`config.mk`:
```
export PLATFORM = sky130hd
export DESIGN_NAME = morse_capture
export DESIGN_NICKNAME = d
export VERILOG_FILES = /design/src/rtl/morse_pkg.sv /design/src/rtl/sync2.sv /design/src/rtl/morse_capture.sv
export SDC_FILE = /design/constraint.sdc
export NUM_CORES = 1
export LEC_CHECK = 0
export ABC_AREA = 1
export BUFFER_PORTS_ARGS = -buffer_cell sky130_fd_sc_hd__buf_2
export CAP_MARGIN = 5
export CORE_UTILIZATION = 45
export DETAILED_ROUTE_END_ITERATION = 7
export GPL_TIMING_DRIVEN = 0
export MAX_ROUTING_LAYER = met4
export PLACE_DENSITY_LB_ADDON = 0.05
export RECOVER_POWER = 100
export SYNTH_ARGS = -nofsm -noshare
export SYNTH_HDL_FRONTEND = slang
export SYNTH_HIERARCHICAL = 1
export SYNTH_SLANG_ARGS = --single-unit
```
`constraint.sdc`:
```
create_clock -name clk_i -period 3.7 [get_ports clk_i]
set_clock_uncertainty 0.1 [all_clocks]
set_input_delay 0.185 -clock clk_i [delete_from_list [all_inputs] [get_ports clk_i]]
set_output_delay 0.185 -clock clk_i [all_outputs]
set_load 0.01 [all_outputs]
```
`src/rtl/morse_pkg.sv`:
```
// Shared definitions for the morse capture and playback paths.
// Holds the 2-bit symbol encoding, character geometry, the capture FSM state type
// and a helper that writes one symbol into a packed 5-slot character word.
package morse_pkg;

  localparam logic [1:0] SYM_NONE  = 2'b00;
  localparam logic [1:0] SYM_SHORT = 2'b01;
  localparam logic [1:0] SYM_LONG  = 2'b10;

  localparam int unsigned MAX_SYMBOLS = 5;
  localparam int unsigned MORSE_W     = 10;
  localparam int unsigned IDX_W       = 3;

  typedef enum logic [1:0] {
    StIdle,
    StPress,
    StGap,
    StHold
  } morse_state_e;

  // Slot 0 (first symbol) occupies the two MSBs; slot 4 the two LSBs.
  function automatic logic [MORSE_W-1:0] slot_put(input logic [MORSE_W-1:0] word,
                                                  input logic [IDX_W-1:0]   idx,
                                                  input logic [1:0]         sym);
    logic [MORSE_W-1:0] res;
    res = word;
    for (int unsigned i = 0; i < MAX_SYMBOLS; i++) begin
      if (idx == IDX_W'(i)) begin
        res[MORSE_W-1-2*i -: 2] = sym;
      end
    end
    return res;
  endfunction

endpackage

```
`src/rtl/sync2.sv`:
```
// Two-flop synchronizer for a single asynchronous bit.
// Ports:
//   clk_i   - clock
//   reset_i - synchronous active-high reset, clears both flops
//   d_i     - asynchronous input
//   q_o     - synchronized output (two cycles of latency)
module sync2 (
  input  logic clk_i,
  input  logic reset_i,
  input  logic d_i,
  output logic q_o
);

  logic s1_q;
  logic s2_q;

  always_ff @(posedge clk_i) begin
    if (reset_i) begin
      s1_q <= 1'b0;
      s2_q <= 1'b0;
    end else begin
      s1_q <= d_i;
      s2_q <= s1_q;
    end
  end

  assign q_o = s2_q;

endmodule

```
`src/rtl/morse_capture.sv`:
```
// Morse key capture: times key presses and gaps on the synchronized key and packs up to
// five short/long symbols into a 10-bit character, presented with valid until acked.
// Ports:
//   clk_i      - clock
//   reset_i    - synchronous active-high reset
//   key_i      - asynchronous telegraph key, 1 = pressed
//   ack_i      - consumer accepts the character (only looked at while valid_o = 1)
//   morse_o    - captured character, slot 0 in [9:8] ... slot 4 in [1:0]
//   valid_o    - morse_o / overflow_o hold a complete character
//   overflow_o - the character had more than five symbols, extras dropped
//   busy_o     - a character is being assembled
module morse_capture
  import morse_pkg::*;
#(
  parameter int unsigned MIN_PRESS = 2,
  parameter int unsigned LONG_MIN  = 8,
  parameter int unsigned CHAR_GAP  = 16,
  parameter int unsigned CNT_W     = 24
) (
  input  logic               clk_i,
  input  logic               reset_i,
  input  logic               key_i,
  input  logic               ack_i,
  output logic [MORSE_W-1:0] morse_o,
  output logic               valid_o,
  output logic               overflow_o,
  output logic               busy_o
);

  localparam logic [CNT_W-1:0] CntOne   = CNT_W'(1);
  localparam logic [CNT_W-1:0] MinPress = CNT_W'(MIN_PRESS);
  localparam logic [CNT_W-1:0] LongMin  = CNT_W'(LONG_MIN);
  // The falling-edge cycle is the first low cycle but leaves the count cleared, so the
  // CHAR_GAP-th low cycle is seen in GAP with the count at CHAR_GAP-2.
  localparam logic [CNT_W-1:0] GapLast  = CNT_W'(CHAR_GAP - 2);
  localparam logic [IDX_W-1:0] IdxMax   = IDX_W'(MAX_SYMBOLS);

  logic key_s;

  sync2 u_key_sync (
    .clk_i  (clk_i),
    .reset_i(reset_i),
    .d_i    (key_i),
    .q_o    (key_s)
  );

  morse_state_e       state_q, state_d;
  logic [CNT_W-1:0]   cnt_q, cnt_d;
  logic [IDX_W-1:0]   idx_q, idx_d;
  logic [MORSE_W-1:0] morse_q, morse_d;
  logic               ovf_q, ovf_d;
  logic               key_prev_q;
  // Masks edges while the synchronizer refills after reset, so a key held through
  // reset does not look like a fresh press.
  logic [1:0]         settle_q, settle_d;

  logic             key_rise;
  logic [CNT_W-1:0] cnt_inc;
  logic [1:0]       sym;

  assign key_rise = key_s & ~key_prev_q & (settle_q == 2'd0);
  assign cnt_inc  = (cnt_q == '1) ? cnt_q : cnt_q + CntOne;

  always_comb begin
    state_d  = state_q;
    cnt_d    = cnt_q;
    idx_d    = idx_q;
    morse_d  = morse_q;
    ovf_d    = ovf_q;
    settle_d = (settle_q != 2'd0) ? settle_q - 2'd1 : settle_q;
    sym      = SYM_NONE;

    unique case (state_q)
      StIdle: begin
        if (key_rise) begin
          state_d = StPress;
          cnt_d   = CntOne;
          idx_d   = '0;
        end
      end
      StPress: begin
        if (key_s) begin
          cnt_d = cnt_inc;
        end else begin
          state_d = StGap;
          cnt_d   = '0;
          if (cnt_q >= MinPress) begin
            sym = (cnt_q >= LongMin) ? SYM_LONG : SYM_SHORT;
            if (idx_q < IdxMax) begin
              morse_d = slot_put(morse_q, idx_q, sym);
              idx_d   = idx_q + IDX_W'(1);
            end else begin
              ovf_d = 1'b1;
            end
          end
        end
      end
      StGap: begin
        if (key_s) begin
          state_d = StPress;
          cnt_d   = CntOne;
        end else if (cnt_q == GapLast) begin
          cnt_d   = '0;
          state_d = (idx_q != '0) ? StHold : StIdle;
        end else begin
          cnt_d = cnt_inc;
        end
      end
      StHold: begin
        if (ack_i) begin
          state_d = StIdle;
          cnt_d   = '0;
          idx_d   = '0;
          morse_d = '0;
          ovf_d   = 1'b0;
        end
      end
      default: state_d = StIdle;
    endcase
  end

  always_ff @(posedge clk_i) begin
    if (reset_i) begin
      state_q    <= StIdle;
      cnt_q      <= '0;
      idx_q      <= '0;
      morse_q    <= '0;
      ovf_q      <= 1'b0;
      key_prev_q <= 1'b0;
      settle_q   <= 2'd3;
    end else begin
      state_q    <= state_d;
      cnt_q      <= cnt_d;
      idx_q      <= idx_d;
      morse_q    <= morse_d;
      ovf_q      <= ovf_d;
      key_prev_q <= key_s;
      settle_q   <= settle_d;
    end
  end

  assign valid_o    = (state_q == StHold);
  assign overflow_o = valid_o & ovf_q;
  assign busy_o     = (state_q == StPress) || (state_q == StGap);
  assign morse_o    = morse_q;

endmodule

```
# After elaboration in Yosys (flattened, before gate mapping)
# Index checks and enable logic that the tools add are counted.
[classes]
n_mux = 36
bitwise = 4
n_reduce_logical = 17
n_addsub = 3
order_cmp = 3
n_eq_ne = 21
[op_table]
columns = ["op", "n"]
rows = [
  ["two-way mux 24 bit", 6],
  ["one-hot mux 24 bit (4 select lines)", 1],
  ["two-way mux 10 bit", 4],
  ["AND reduction 6 bit", 6],
  ["adder 24 x 1 -> 24 bit, second input constant", 1],
  ["== test 24 bit, second input constant", 1],
  ["== test 24 x 4 -> 1 bit, second input constant", 1],
  [">= comparator 24 x 2 -> 1 bit, second input constant", 1],
  [">= comparator 24 x 4 -> 1 bit, second input constant", 1],
  ["two-way mux 2 bit", 12],
  ["!= test 2 bit, second input constant", 11],
  ["one-hot mux 10 bit (2 select lines)", 1],
  ["two-way mux 3 bit", 5],
  ["one-hot mux 3 bit (3 select lines)", 1],
  ["one-hot mux 2 bit (4 select lines)", 1],
  ["== test 3 x 2 -> 1 bit, second input constant", 2],
  ["nonzero test 3 bit", 2],
  ["AND reduction 5 bit", 1],
  ["== test 2 bit, second input constant", 2],
  ["zero test 2 bit", 2],
  ["two-way mux 1 bit", 4],
  ["AND reduction 4 bit", 1],
  ["nonzero test 2 bit", 2],
  ["adder 3 x 1 -> 3 bit, second input constant", 1],
  ["other kinds (12)", 14],
]
[word_totals]
wordCells = 97
out_inout_bits = 13
regBits = 45
input_bits = 4

# Longest topological paths before layout
# Gate-level depths: netlist (run 1).
[logic_depth]
depth_word = 7
mapped_depth = 12
ltp_nobuf = 12

# Hierarchy
# The synthesis (run 1) kept the hierarchy.
[modules_own_cells]
columns = ["mod", "n_inst", "cells_each", "seq_area_each_um2", "area_each_um2"]
rows = [
  ["morse_capture", 1, 370, 860.8, 2585.0],
  ["sync2", 1, 6, 40.0, 55.1],
]

# Least setup slack after synthesis (run 1)
# No wires, ideal clock.
[synth_timing]
path_kind = "register -> register"
startpoint = "reg state_q[1]"
endpoint = "reg idx_q[2]"
n_path_buf = 2
path_slack_ns = 1.840
arrival_ns = 1.631
setup_ns = 0.129
required_ns = 3.471
path_stages_with_launch = 13
synth_period_minus_slack_ns = 1.860
cell_sequence = "dfxtp_1 > inv_1 > ha_1 > buf_6 > inv_2 > nor4_2 > nand4_2 > and2_1 > buf_6 > nand2_4 > nand2_1 > o21ai_0 > nor2_1"
[synth_via]
elab_chain_len = 3
word_cells_on_any_way = 11
classes_between = "eq/ne (7); mux (1); reduce/logical (3)"
[synth_lines]
columns = ["element", "line", "source"]
rows = [
  ["from (decl)", "morse_capture.sv:47", "morse_state_e state_q, state_d;"],
  ["from (signal assigned)", "morse_capture.sv:124", "state_q <= StIdle;"],
  ["from (signal assigned)", "morse_capture.sv:132", "state_q <= state_d;"],
  ["== test 2 x 1 -> 1 bit (tied with other cells)", "morse_capture.sv:73", "unique case (state_q)"],
  ["!= test 2 bit (no source line) / nonzero test 3 bit (equally long branches)", "n/a", ""],
  ["AND reduction 6 bit (no source line)", "n/a", ""],
  ["to (signal assigned)", "morse_capture.sv:134", "idx_q <= idx_d;"],
  ["to (decl)", "morse_capture.sv:49", "logic [IDX_W-1:0] idx_q, idx_d;"],
]
# Several ways; a longest one is shown, not always the timed one.
# A chain may end at the register's enable or synchronous reset.

# Final worst setup path (run 1)
[layout_timing]
startpoint = "reg settle_q[0]"
endpoint = "reg cnt_q[1]"
[layout_via]
elab_chain_len = 4
[layout_lines]
columns = ["element", "line", "source"]
rows = [
  ["from (decl)", "morse_capture.sv:55", "logic [1:0] settle_q, settle_d;"],
  ["from (signal assigned)", "morse_capture.sv:138", "settle_q <= settle_d;"],
  ["zero test 2 bit", "morse_capture.sv:61", "assign key_rise = key_s & ~key_prev_q & (settle_q == 2'd0);"],
  ["AND 1 bit", "morse_capture.sv:61", ""],
  ["!= test 2 bit (no source line)", "n/a", ""],
  ["AND reduction 2 bit (no source line)", "n/a", ""],
  ["to (signal assigned)", "morse_capture.sv:133", "cnt_q <= cnt_d;"],
  ["to (decl)", "morse_capture.sv:48", "logic [CNT_W-1:0] cnt_q, cnt_d;"],
]
# No other way between the ends.

==> results of run 1 <==
## final cells by class
| class | instances | area share |
|---|---|---|
| clock buffer | 7 | 0.0339 |
| multi-input combinational | 267 | 0.502 |
| sequential | 45 | 0.317 |
| buffer | 5 | 0.0110 |
| timing repair buffer | 17 | 0.0255 |
| inverter | 59 | 0.0779 |
| clock inverter | 1 | 0.00176 |
| tap | 72 | 0.0317 |
## cells by family (layout without fill, tap and decap cells)
| group | count (synthesis) | after routing |
|---|---|---|
| and+or+nand+nor | 204 | 204 |
| AOI/OAI and AO/OA | 44 | 44 |
| DFF | 45 | 45 |
| adders and majority gates | 13 | 13 |
| buffers and inverters | 64 | 89 |
| xor gates and xnor gates | 6 | 6 |
## stage by stage
| step | hold slack [ns] | power (W) | worst slack [ns] | cell area (um^2) |
|---|---|---|---|---|
| floorplan | 0.147 | 0.00103 | 1.84 | 2640 |
| global placement | 0.289 | 0.00116 | 1.62 | 2810 |
| detailed placement | 0.293 | 0.00117 | 1.56 | 2810 |
| CTS | 0.0593 | 0.00151 | 1.55 | 2920 |
| global route | 0.167 | 0.00157 | 0.669 | 2840 |
| finish | 0.156 | 0.00144 | 0.890 | 2840 |
## state kept, by name (all words and copies together), names as in the netlist
name / flops
morse_o: 10
settle_q: 2
ovf_q: 1
state_q: 2
u_key_sync/q_o: 1
u_key_sync/s1_q: 1
idx_q: 3
cnt_q: 24
key_prev_q: 1
## power breakdown
part	total [W]	leakage, nW	switching (W)	internal, W
Combinational	0.000525	0.682	0.000356	0.000169
Sequential	0.000575	0.365	0.0000349	0.000540
Clock	0.000341	0.0542	0.000172	0.000169
## worst paths after layout
path | start | to | slack [ns] | cells after the start
worst min-delay path | reset_i | u_key_sync/s1_q | 0.16 | 2
worst max register to register | settle_q[0] | cnt_q[1] | 0.89 | 11
worst max-delay path | settle_q[0] | cnt_q[1] | 0.89 | 11
worst min register to register | u_key_sync/s1_q | u_key_sync/q_o | 0.30 | 2
## cells in the mapped netlist, drive strengths merged
| cell type | n | area share |
|---|---|---|
| nor2 | 77 | 0.13 |
| nand2 | 68 | 0.10 |
| inv | 59 | 0.084 |
| dfxtp | 45 | 0.34 |
| a21oi | 26 | 0.052 |
| nand3 | 25 | 0.052 |
| nor3 | 16 | 0.043 |
| ha | 13 | 0.062 |
| nand4 | 12 | 0.042 |
| o21ai | 11 | 0.021 |
| buf | 4 | 0.013 |
| xor2 | 4 | 0.013 |
| nor4 | 3 | 0.0095 |
| o2111ai | 2 | 0.0066 |
| o211ai | 2 | 0.0057 |
| xnor2 | 2 | 0.0066 |
| a211oi | 1 | 0.0028 |
| and2 | 1 | 0.0024 |
| and3 | 1 | 0.0024 |
| clkbuf | 1 | 0.0014 |
| nor3b | 1 | 0.0047 |
| o21a | 1 | 0.0028 |
| o22ai | 1 | 0.0024 |
## per-layer routing
metal  GRT usage  share of wire  routed length, um
met5           -              0                  0
met3      0.0384          0.019                107
met1       0.255           0.49               2760
met2       0.371           0.48               2740
met4      0.0630         0.0085                 48
==> impl_metrics.ini, run 1 <==
[run_status]
status = complete, no violations

[drt]
wl_um = 5660
wl_per_cell_um = 12.0
drt_iter0_markers = 96
antenna_left = 0
drt_pre_antenna_iters = 4
remaining_drc_errors = 0
vias = 2310
avgViaCountPerCell = 4.88

[die]
start_util = 0.474
fp-row-count = 27
die_area_um2 = 6180
dieHeight_um = 78.6
core_um2 = 5570
die_w_um = 78.6
ios = 17

[placed_design]
gp_congestion = 0.794
dp_hpwl_um = 4270
dp_cells = 464
io_buffers = 16

[yosys]
synth_cell_types = 39
synth_seq_area_share = 0.341
synth_adder_area_share = 0.0616
synth-compound-area-share = 0.0934
synth-simple-area-share = 0.385
syn_nets = 393
syn_inst = 376
synth_area_um2 = 2640
yosysWarnings = 6
synth_top_family_by_area = simple AND/OR/NAND/NOR gates
synthMuxAreaShare = 0
synth_xor_xnor_area_share = 0.0199
ys_ff_latch = 45
syn_area_per_cell_um2 = 7.02

[timing]
period_share = 0.759
rsz0062_at_grt = no
worst_slew_margin_rel = 0.426
fin_tns_setup_ns = 0
finalSetupViolCount = 0
tightest_slew_ns = 0.857
hold_viol = 0
fmax_ghz = 0.356
drv_slew = 0
fin_crit_ns = 2.81

[grt]
antenna_found_initial = 0
grtUsageTotal = 0.216
grt_pass1_vias = 2219
grt_max_degree = 14
grt_pass1_wl_um = 10200
grt_overflow_total = 0

[worst_setup_path]
path_delay_family = simple AND/OR/NAND/NOR gates
cp_common_cell = nor2_1
critPathBufInv = 4
arrival_ns = 2.90
path_class = flop to flop
worstSetupStartpointType = flop
cp-end-kind = flop
crit_chain = inv_1 > ha_1 > nand2_1 > o21a_1 > nor2_1 > inv_1 > nor2_1 > nor2_2 > inv_2 > buf_4 > nor2_1
critPathMaxFanout = 10
slowest_stage = nor2_1
cp_data_required_time_ns = 3.79
critPathMaxStageDelay_ns = 0.65

[layout]
antenna_cells = 0
drive_above_1_share = 0.0823
seqCellArea_um2 = 901
syn_to_final_growth_pct = 7.73
mostFrequentLayoutCells = nor2_1, nand2_1, inv_1, dfxtp_1, a21oi_1
final_cells = 473
multiInputGateArea_um2 = 1430
final_common_cell = nor2_1
final_nets = 417
final_core_util = 0.510
fill_cells = 569

[clocking]
cts-resized-gates = 0
cts_tree = yes
cts_hold_buffers = 1
clkSlewWorstSetupHoldPaths_ns = 0.08
clockBufferDepth = 2
numCtsBuffers = 5
cts_setup_buffers = 0
htree_levels = 2
clk_latency_ns = 0.30
clock-root-buffer = clkbuf_8
clock_sinks = 45

[min_path]
hp-class = input port to flop

[power]
power.density_nw_per_um2 = 507
ir_worst_vdd_uv = 269
power_leakage_nw = 1.10

[job]
drv_cap = 0
Power figures use the tool's default switching activity.
==> run 2, diff against run 1 <==
- clock period: 3.7 -> 2.5 ns (I/O delays scaled with it)
==> impl_metrics.ini, run 2 (synthesis gave the netlist of run 1 again) <==
[grt]
grt_pass1_vias = 2219
grt_overflow_total = 0
grt_pass1_wl_um = 10200
grt_max_degree = 14
antenna_found_initial = 0
grtUsageTotal = 0.216

[worst_setup_path]
critPathBufInv = 4
cp-end-kind = flop
arrival_ns = 2.31
worstSetupStartpointType = flop
critPathMaxStageDelay_ns = 0.32
slowest_stage = dfxtp_1
crit_cells = 11
rr_worst_depth = 11
critPathMaxFanout = 10
crit_chain = inv_1 > ha_1 > nand2_1 > o21a_1 > nor2_8 > inv_1 > nor2_1 > nor2_2 > inv_2 > buf_4 > nor2_1
path_delay_family = simple AND/OR/NAND/NOR gates
cp_data_required_time_ns = 2.60
path_class = flop to flop

[drt]
drt_pre_antenna_iters = 4
drt_iter0_markers = 90
wl_um = 5640
avgViaCountPerCell = 4.86
antenna_left = 0
remaining_drc_errors = 0
wl_per_cell_um = 11.9
vias = 2303

[die]
dieHeight_um = 78.6
core_um2 = 5570
start_util = 0.474
die_w_um = 78.6
fp-row-count = 27
ios = 17
die_area_um2 = 6180

[timing]
hold_viol = 0
fin_tns_setup_ns = 0
rsz0062_at_grt = no
fin_crit_ns = 2.21
drv_slew = 0
tightest_slew_ns = 0.561
fmax_ghz = 0.453
finalSetupViolCount = 0
worst_slew_margin_rel = 0.623
period_share = 0.882

[layout]
fill_cells = 560
seqCellArea_um2 = 901
mostFrequentLayoutCells = nor2_1, nand2_1, inv_1, dfxtp_1, a21oi_1
final_cells = 474
antenna_cells = 0
final_nets = 418
drive_above_1_share = 0.0945
final_area_um2 = 2880
multiInputGateArea_um2 = 1450
final_core_util = 0.517
top_register = cnt_q
final_common_cell = nor2_1
largest_reg_flops = 24
syn_to_final_growth_pct = 9.24

[run_status]
status = complete, no violations

[clocking]
clock_sinks = 45
numCtsBuffers = 5
cts-resized-gates = 0
clk_latency_ns = 0.30
htree_levels = 2
clockBufferDepth = 2
clkSlewWorstSetupHoldPaths_ns = 0.09
clock-root-buffer = clkbuf_8
cts_tree = yes

[power]
p_total_w = 0.00217
ir_worst_vdd_uv = 402
power.density_nw_per_um2 = 753
power_leakage_nw = 1.11

[placed_design]
dp_cells = 464
gp_congestion = 0.794
io_buffers = 16
dp_hpwl_um = 4270
placed_area_um2 = 2810

[job]
drv_cap = 0

[min_path]
min_path_cells = 2
hp-class = flop to flop
-- run 2: final cells by class --
| cell class | instances | area share |
|---|---|---|
| clock inverter | 1 | 0.00174 |
| tap | 72 | 0.0312 |
| sequential | 45 | 0.312 |
| buffer | 5 | 0.0134 |
| multi-input combinational | 267 | 0.502 |
| timing repair buffer | 18 | 0.0286 |
| clock buffer | 7 | 0.0334 |
| inverter | 59 | 0.0768 |
-- run 2: worst min-delay path: cells and delay by family, from the launching register on --
family                 cells  cell delay (ns)
DFF                        1             0.30
buffers and inverters      1             0.04
and+or+nand+nor            1             0.03
-- run 2: layer usage --
layer / track usage / vias up / wire length, um
li1: - / 1255 / -
met1: 0.255 / 1022 / 2730
met2: 0.371 / 20 / 2720
met3: 0.0384 / 6 / 118
met4: 0.0630 / 0 / 75
met5: - / - / 0
-- run 2: through the flow --
step / setup WS (ns) / hold WS [ns]
floorplan: 0.640 / 0.0874
CTS: 0.349 / 0.304
global placement: 0.415 / 0.229
global route: 0.0596 / 0.324
detailed placement: 0.362 / 0.235
finish: 0.294 / 0.303
-- run 2: path summary, 6_finish.rpt --
kind                                 startpoint             end  slack [ns]
worst min register to register  u_key_sync/s1_q  u_key_sync/q_o        0.30
worst max register to register      settle_q[0]        cnt_q[9]        0.29
worst max-delay path                settle_q[0]        cnt_q[9]        0.29
worst min-delay path            u_key_sync/s1_q  u_key_sync/q_o        0.30
-- run 2: repair_timing --
action                                  in CTS  in global routing
setup buffers                                0                  0
endpoints found under the setup margin       0                  0
hold buffers                                 2                  0
endpoints found under the hold margin        2                  0
-- run 2: power by group --
part | internal [W] | leakage [nW] | total [W] | switching, W
Clock | 0.000250 | 0.0542 | 0.000508 | 0.000257
Sequential | 0.000800 | 0.365 | 0.000851 | 0.0000517
Combinational | 0.000273 | 0.695 | 0.000814 | 0.000541
Total | 0.00132 | 1.11 | 0.00217 | 0.000850
==> run 3, diff against run 2 <==
- CELL_PAD_IN_SITES_DETAIL_PLACEMENT: unset -> 0
- CELL_PAD_IN_SITES_GLOBAL_PLACEMENT: unset -> 2
- CORE_UTILIZATION: 45 -> 31
- CTS_CLUSTER_SIZE: unset -> 10
==> impl_metrics.ini, run 3 (synthesis gave the netlist of run 1 again) <==
[run_status]
status = complete, no violations

[die]
dieHeight_um = 94.3
die_w_um = 94.3
fp-row-count = 33
start_util = 0.321
ios = 17
die_area_um2 = 8890
core_um2 = 8220

[worst_setup_path]
regToRegSetupSlack_ns = 0.28
rr_worst_depth = 10
cp-end-kind = flop
timing.rr.start = state_q[0]
critPathMaxFanout = 10
arrival_ns = 2.36
worstReg2RegEnd = cnt_q[18]
worstSetupStartpointType = flop
cp_data_required_time_ns = 2.64
path_class = flop to flop

[clocking]
clock-root-buffer = clkbuf_8
cts_tree = yes
numCtsBuffers = 5
clk_latency_ns = 0.30
clkSlewWorstSetupHoldPaths_ns = 0.08
clockBufferDepth = 2
cts-resized-gates = 0
htree_levels = 2
clock_sinks = 45

[grt]
antenna_found_initial = 0
grtUsageTotal = 0.162
grt_pass1_vias = 2280
grt_overflow_total = 0
grt_max_degree = 14
grt_pass1_wl_um = 10800

[timing]
finalSetupViolCount = 0
fin_hold_ws_ns = 0.309
worst_slew_margin_rel = 0.616
period_share = 0.887
hold_viol = 0
fmax_ghz = 0.451
fin_crit_ns = 2.22
drv_slew = 0
rsz0062_at_grt = no
tightest_slew_ns = 0.576
fin_tns_setup_ns = 0

[layout]
top_register = cnt_q
mostFrequentLayoutCells = nor2_1, nand2_1, inv_1, dfxtp_1
final_area_um2 = 2930
drive_above_1_share = 0.0948
final_nets = 418
final_core_util = 0.357
antenna_cells = 0
final_common_cell = nor2_1
largest_reg_flops = 24
syn_to_final_growth_pct = 11.1
fill_cells = 900

[placed_design]
io_buffers = 16
dp_hpwl_um = 4980
placed_area_um2 = 2850
gp_congestion = 0.763

[min_path]
hold_end = u_key_sync/q_o
hp-start = u_key_sync/s1_q
hp-class = flop to flop
min_path_cells = 2

[drt]
avgViaCountPerCell = 4.56
wl_um = 6320
drt_pre_antenna_iters = 4
drt_iter0_markers = 41
wl_per_cell_um = 12.5
remaining_drc_errors = 0
vias = 2309
antenna_left = 0

[job]
drv_cap = 0

[power]
ir_worst_vdd_uv = 354
power_leakage_nw = 1.11
power.density_nw_per_um2 = 765
run 3: report_power, final:
group / leakage, nW / switching [W] / internal (W)
clock network: 0.0540 / 0.000252 / 0.000291
logic: 0.695 / 0.000565 / 0.000279
registers: 0.365 / 0.0000560 / 0.000800
run 3: area by class of cell:
cell class,count,area [um^2],area share
multi-input cells,267,1450,0.496
flip-flops and latches,45,901,0.307
inverters,59,221,0.0755
well taps,105,131,0.0448
repair buffers,18,82.6,0.0282
clock buffers,5,68.8,0.0235
plain buffers,5,38.8,0.0132
clock inverters,2,35.0,0.0119
run 3: through the flow:
stage / instances / total power, W / worst slack [ns]
after floorplan: 376 / 0.00152 / 0.640
after global placement: 497 / 0.00175 / 0.365
after detailed placement: 497 / 0.00176 / 0.359
after CTS: 506 / 0.00231 / 0.332
after global routing: 506 / 0.00242 / 0.102
final: 506 / 0.00224 / 0.283
run 3: critical path: stages, from the launching register on:
cell      delay [ns]
dfxtp_1         0.41
ha_1            0.30
inv_2           0.10
nor2_4          0.19
nor2_8          0.10
inv_1           0.21
o21ai_1         0.10
nor2_2          0.15
clkbuf_2        0.29
nand2_1         0.08
a21oi_1         0.11
run 3: worst max path at each step:
stage               start   endpoint  cells past startpoint
6_report       state_q[0]  cnt_q[18]                     10
5_1_grt        state_q[1]   idx_q[2]                     12
4_1_cts        state_q[0]  cnt_q[19]                     10
3_5_place_dp   state_q[0]   cnt_q[6]                     10
3_3_place_gp   state_q[0]  cnt_q[18]                     10
2_1_floorplan  state_q[1]   idx_q[2]                     12
run 3: metal layers:
| metal | global-route usage | vias up | share of wire |
|---|---|---|---|
| met5 | - | - | 0 |
| met4 | 0.0436 | 0 | 0.013 |
| met1 | 0.193 | 1024 | 0.48 |
| met3 | 0.0307 | 8 | 0.020 |
| li1 | - | 1257 | - |
| met2 | 0.277 | 20 | 0.48 |
run 3: what timing repair did:
item / 4_1_cts / 5_1_grt
hold endpoints to repair: 2 / 0
endpoints found under the setup margin: 0 / 0
setup buffers: 0 / 0
hold buffers: 2 / 0
